`src/rtl/masking_pkg.sv`:
```
// rtl/masking_pkg.sv - shared types, defaults and slice-XOR helper for the share encoder.
package masking_pkg;

  localparam int NSHARES_DEF = 3;
  localparam int WIDTH_DEF   = 8;
  localparam int IDX_W       = $clog2(NSHARES_DEF);

  // Helper operates on a fixed maximum footprint: up to 7 randomness slices of up to 64 bits.
  localparam int MAX_W      = 64;
  localparam int MAX_SLICES = 7;

  typedef enum logic [0:0] {
    IDLE = 1'b0,
    SEND = 1'b1
  } state_t;

  function automatic logic [MAX_W-1:0] xor_reduce_slices(
    input logic [MAX_SLICES*MAX_W-1:0] rnd,
    input int                          nslices,
    input int                          width
  );
    logic [MAX_W-1:0] acc;
    acc = '0;
    for (int i = 0; i < MAX_SLICES; i++) begin
      if (i < nslices) begin
        for (int b = 0; b < MAX_W; b++) begin
          if (b < width) acc[b] = acc[b] ^ rnd[i*width+b];
        end
      end
    end
    return acc;
  endfunction

endpackage

```
`src/rtl/share_split.sv`:
```
// rtl/share_split.sv - combinational Boolean split of one word into NSHARES shares.
module share_split
  import masking_pkg::*;
#(
  parameter int WIDTH   = WIDTH_DEF,
  parameter int NSHARES = NSHARES_DEF
) (
  input  logic [WIDTH-1:0]             in_data,
  input  logic [(NSHARES-1)*WIDTH-1:0] rnd,
  output logic [NSHARES*WIDTH-1:0]     shares
);

  logic [MAX_SLICES*MAX_W-1:0] rnd_pad;
  logic [WIDTH-1:0]            mix;

  always_comb begin
    rnd_pad = '0;
    rnd_pad[(NSHARES-1)*WIDTH-1:0] = rnd;
    mix = WIDTH'(xor_reduce_slices(rnd_pad, NSHARES - 1, WIDTH));
  end

  // Low slices are the raw randomness; the top share absorbs the data.
  assign shares = {in_data ^ mix, rnd};

endmodule

```
`src/rtl/masked_share_encoder.sv`:
```
// rtl/masked_share_encoder.sv - registers a split word and streams its shares one per handshake.
// Optional SHARE_ZEROIZE_EN: clear each share after it is sent and blank sh_data while idle.
module masked_share_encoder
  import masking_pkg::*;
#(
  parameter  int WIDTH   = WIDTH_DEF,
  parameter  int NSHARES = NSHARES_DEF,
  localparam int IW      = $clog2(NSHARES)
) (
  input  logic                         clk,
  input  logic                         rst_n,
  input  logic                         in_valid,
  output logic                         in_ready,
  input  logic [WIDTH-1:0]             in_data,
  input  logic [(NSHARES-1)*WIDTH-1:0] rnd,
  input  logic                         rnd_valid,
  output logic                         sh_valid,
  input  logic                         sh_ready,
  output logic [WIDTH-1:0]             sh_data,
  output logic [IW-1:0]                sh_idx,
  output logic                         sh_last
);

  localparam logic [IW-1:0] LAST_IDX = IW'(NSHARES - 1);

  state_t                            state_q, state_d;
  logic [IW-1:0]                     idx_q, idx_d;
  logic [NSHARES-1:0][WIDTH-1:0]     s_q, s_d;
  logic [NSHARES*WIDTH-1:0]          split;
  logic                              accept, hs;

  share_split #(.WIDTH(WIDTH), .NSHARES(NSHARES)) u_split (
    .in_data (in_data),
    .rnd     (rnd),
    .shares  (split)
  );

  assign accept = in_valid && rnd_valid && in_ready;
  assign hs     = sh_valid && sh_ready;

  always_comb begin
    state_d = state_q;
    idx_d   = idx_q;
    s_d     = s_q;
    if (accept) begin
      s_d     = split;
      idx_d   = '0;
      state_d = SEND;
    end else if (hs) begin
`ifdef SHARE_ZEROIZE_EN
      s_d[idx_q] = '0;
`endif
      if (idx_q == LAST_IDX) begin
        idx_d   = '0;
        state_d = IDLE;
      end else begin
        idx_d = idx_q + IW'(1);
      end
    end
  end

  always_ff @(posedge clk or negedge rst_n) begin
    if (!rst_n) begin
      state_q <= IDLE;
      idx_q   <= '0;
      s_q     <= '0;
    end else begin
      state_q <= state_d;
      idx_q   <= idx_d;
      s_q     <= s_d;
    end
  end

  assign in_ready = (state_q == IDLE);
  assign sh_valid = (state_q == SEND);
  assign sh_idx   = idx_q;
  assign sh_last  = sh_valid && (idx_q == LAST_IDX);

`ifdef SHARE_ZEROIZE_EN
  assign sh_data = sh_valid ? s_q[idx_q] : '0;
`else
  assign sh_data = s_q[idx_q];
`endif

endmodule

```
`config.mk`:
```
export PLATFORM = sky130hd
export DESIGN_NAME = masked_share_encoder
export DESIGN_NICKNAME = d
export VERILOG_FILES = /design/src/rtl/masking_pkg.sv /design/src/rtl/share_split.sv /design/src/rtl/masked_share_encoder.sv
export SDC_FILE = /design/constraint.sdc
export NUM_CORES = 1
export LEC_CHECK = 0
export CORE_MARGIN = 8
export CORE_UTILIZATION = 51
export DETAILED_ROUTE_END_ITERATION = 12
export GPL_TIMING_DRIVEN = 0
export PLACE_DENSITY = 0.81
export SETUP_SLACK_MARGIN = 0.15
export SYNTH_ARGS = -nofsm -noshare
export SYNTH_HDL_FRONTEND = slang
export SYNTH_SLANG_ARGS = --single-unit
```
`constraint.sdc`:
```
create_clock -name clk -period 2.9 [get_ports clk]
set_input_delay 0.29 -clock clk [delete_from_list [all_inputs] [get_ports clk]]
set_output_delay 0.29 -clock clk [all_outputs]
set_load 0.1 [all_outputs]
```
---- Yosys cells after proc, flatten, opt, wreduce, memory -nomap -nowiden ----
Index checks and enable logic that the tools add are counted.
storage, ports and cells
  bits in registers ....................... 27
  bits in latches ......................... 0
  bits in writable memories ............... 0
  bits in read-only memories .............. 0
  input port bits ......................... 29
  output and inout port bits .............. 13
  logic and storage cells ................. 33
  memories kept ........................... 0
operators by class
  $add $sub $neg .......................... 1
  $mul .................................... 0
  divide/modulo/power cells ............... 0
  magnitude comparators ................... 1
  equal/unequal tests ..................... 1
  shift operators ......................... 0
  multiplexer cells ....................... 8
  bitwise operators ....................... 10
  reduce and logical (&&, ||, !) cells .... 7
operators with widths
  kind                                                                   number
  8-bit binary-select mux with 2-bit select                              1
  8-bit two-way mux                                                      1
  1-bit bitwise XOR                                                      8
  8-bit bitwise XOR                                                      1
  2-bit two-way mux                                                      3
  1-bit logical AND                                                      4
  2-bit nonzero test                                                     2
  2-bit by 3-bit < comparator with 1-bit output (second input constant)  1
  1-bit two-way mux                                                      3
  2-bit by 1-bit adder with 2-bit output (second input constant)         1
  2-bit == test (second input constant)                                  1
  2-bit AND reduction                                                    1
  1-bit NOT                                                              1

---- Longest topological paths before layout ----
  depth in word-level cells ............... 4
  gate-level depth with buffers ........... 4
  mapped depth without buffers ............ 2

---- By module ----
Synthesis repeated with hierarchy kept, for this count alone.
second synthesis, totals
  cell total of the unflattened synthesis .. 110
  area, all modules ....................... 1635.3 µm²
modules (own cells, without submodules)
  module                times used  cells an instance  area each (µm²)  sequential area each (µm²)
  masked_share_encoder  1           86                 1325.0           675.6
  share_split           1           24                 310.3            0.0

---- Worst setup path before layout ----
No wires, ideal clock.
  path type ............................... reg-to-output
  from .................................... register state_q, in the netlist sh_valid
  to ...................................... output port sh_last
  arrival ................................. 4.066 ns
  data required time ...................... 2.610 ns
  path slack .............................. -1.456 ns
  stages on the path, launching flop included .. 3
  path buffers ............................ 0
  path through ............................ dfrtp_1 inv_1 nor3b_1
between the ends
  word-level cells in the longest chain between the ends .. 1
RTL lines
  element                 line                        source
  from (decl)             masked_share_encoder.sv:26  state_t state_q, state_d;
  from (signal assigned)  masked_share_encoder.sv:68  state_q <= state_d;
  1-bit logical AND       masked_share_encoder.sv:77  assign sh_last = sh_valid && (idx_q == LAST_IDX);
  to (decl)               masked_share_encoder.sv:21  output logic sh_last
Every way passes these cells.

---- Final worst setup path ----
  from .................................... register idx_q[0], in the netlist sh_idx[0]
  to ...................................... output port sh_last
between the ends
  word-level cells in the longest chain between the ends .. 2
RTL lines
  element                 line                        source
  from (decl)             masked_share_encoder.sv:27  logic [IW-1:0] idx_q, idx_d;
  from (signal assigned)  masked_share_encoder.sv:69  idx_q <= idx_d;
  2-bit == test           masked_share_encoder.sv:77
  1-bit logical AND       masked_share_encoder.sv:77
Every way passes these cells.

==> metrics.cfg <==
[global_route]
antenna_found_initial=0
grt_pass1_vias=1163
grt_pass1_wl_mm=5.58
grt_max_degree=28
track_usage_pct=13.8
global_route.overflow_total=0

[critical_path]
crit_path_cell_trace=clkbuf_1, nor3b_4, dlygate4sd2_1
cp-start-kind=flop
critPathTopFamily=buffers and inverters
crit_slowest_cell=dlygate4sd2_1
critPathMaxFanout=10
max_stage_delay_ps=870
critical_path_class=flop to output port
crit_arrival_ps=2230
path_buf_inv=2
required_ps=2610
end_kind=output port

[synthesis]
ys_types=20
syn_nets=121
ys_seq_area_share_pct=45.2
synth_area_um2=1500
ys_seq_elements=27
synthTopCellsByArea=dfrtp_1 45%, mux2_4 17%, xor3_1 13%, mux2i_1 5.4%, mux2_2 5.3%
yosysWarnings=0
netlist_instances=92
avgSynthCellArea_um2=16.3
synth_largest_area_cell=dfrtp_1
synth_top_area_share_pct=45.2

[drt]
drc=0
wl_per_cell_um=18.9
antenna_left=0
dr_total_vias=929
drt_wl_total_mm=3.20
drt-pass1-iter-count=5
via_per_inst=5.50
drt_iter0_markers=31

[clocking]
cts_buffers=3
tritoncts=built
cts_sinks=27
root_buffer=clkbuf_4
post-cts-setup-buffers=0
clock_latency_ps=310
cts_buffer_depth=2
h-tree-depth=1
clk_pin_slew_ps=140

[timing]
rsz0062_at_grt=no
worst_pin_slew_ps=987
slew_headroom_pct=34.0
fin_worst_skew_ps=3.56
setup_tns_ps=0
min_period_ps=2520
final-max-slew-violation-count=0
finalSetupViolCount=0
finalHoldViolCount=0
final.period_utilization_pct=86.7
timing.fmax_ghz=0.398

[die]
design.die.area_um2=4920
row_count=19
core_um2=2780
start_util_pct=53.8
die_y_um=70.1
die_x_um=70.1
io_pins=42

[final_layout]
layout_common_cells=31 x clkdlybuf4s50_1, 27 x dfrtp_1, 17 x mux2_4
drive_gt1_share_pct=36.2
area_growth_pct=33.5
mostFrequentLayoutCell=clkdlybuf4s50_1
fin_nets=168
n_fill_cell=197
num_antenna_cells=0

[outcome]
outcome=completed

[placement]
place_hpwl_mm=2.48
port_buffers=41
gp_congestion=0.702

[run]
cap_violations=0

[min_path]
hold_class=input pin to async pin

cell usage after synthesis, drive strengths merged:
| cell | n |
|---|---|
| o21ai | 1 |
| clkbuf | 1 |
| nor3b | 1 |
| nor2 | 1 |
| and3b | 1 |
| nand3b | 1 |
| buf | 5 |
| o2bb2ai | 8 |
| dfrtp | 27 |
| mux2i | 8 |
| nor2b | 1 |
| xor3 | 8 |
| a21boi | 2 |
| a32o | 2 |
| inv | 1 |
| mux2 | 24 |
kinds of logic after synthesis:
| logic type | Yosys count | share of synthesized area [%] |
|---|---|---|
| multiplexers | 32 | 27.7 |
| flip-flops | 27 | 45.2 |
| AO/OA/AOI/OAI | 13 | 7.36 |
| XOR/XNOR | 8 | 12.7 |
| buffers and inverters | 7 | 3.93 |
| AND/OR/NAND/NOR | 5 | 3.10 |
state kept, by name, indices dropped and copies added, names as in the netlist:
register	flops
sh_idx	2
s_q	24
sh_valid	1
metrics by stage:
stage	instances	hold slack (ps)	area (µm²)	util, %	setup WS [ps]
after global placement	164	486	2010	72.1	248
after detailed placement	164	494	2010	72.1	224
final	169	488	2000	71.7	384
after CTS	168	526	2030	73.0	126
after global routing	169	545	2000	71.7	271
after floorplan	92	-5.59	1560	-	-103
final timing paths:
path	start	end	slack [ps]	cells past startpoint
setup / recovery	sh_idx[0]$_DFFE_PN0P_	sh_last	380	3
hold reg to reg	s_q[4]$_DFFE_PN0P_	s_q[4]$_DFFE_PN0P_	520	1
hold / removal	rst_n	s_q[21]$_DFFE_PN0P_	490	2
setup reg to reg	sh_idx[0]$_DFFE_PN0P_	sh_idx[0]$_DFFE_PN0P_	1380	3
min in group clk	s_q[4]$_DFFE_PN0P_	s_q[4]$_DFFE_PN0P_	520	1
max in group asynchronous	rst_n	s_q[12]$_DFFE_PN0P_	2030	2
repair_timing:
action                     4_1_cts  5_1_grt
hold endpoints to repair         0       27
hold buffers                     0        1
gates resized for setup         16        9
gates cloned                     0        0
setup endpoints to repair        9        8
layout make-up:
class / instances / area, µm² / area share (%)
Clock buffer: 4 / 26.3 / 1.32
Buffer: 6 / 55.1 / 2.76
Tap cell: 31 / 38.8 / 1.94
Timing Repair Buffer: 42 / 374 / 18.7
Sequential cell: 27 / 676 / 33.9
Inverter: 1 / 3.75 / 0.188
Multi-Input combinational cell: 58 / 822 / 41.2
metal layers:
layer / wire, µm / vias to the layer above / track usage, %
met2: 1700 / 22 / 24.7
met4: 14 / 0 / 3.57
met3: 160 / 2 / 3.53
met5: 0 / - / 0
li1: - / 431 / -
met1: 1330 / 474 / 15.9
worst register-to-register path, stage by stage (launching register included):
cell and delay [ps]:
dfrtp_1 420, clkbuf_1 610, nor2_1 120, a32o_1 280
Power is not shown: default switching activity piles up to over one toggle a cycle in this logic, so the estimate is an artifact.
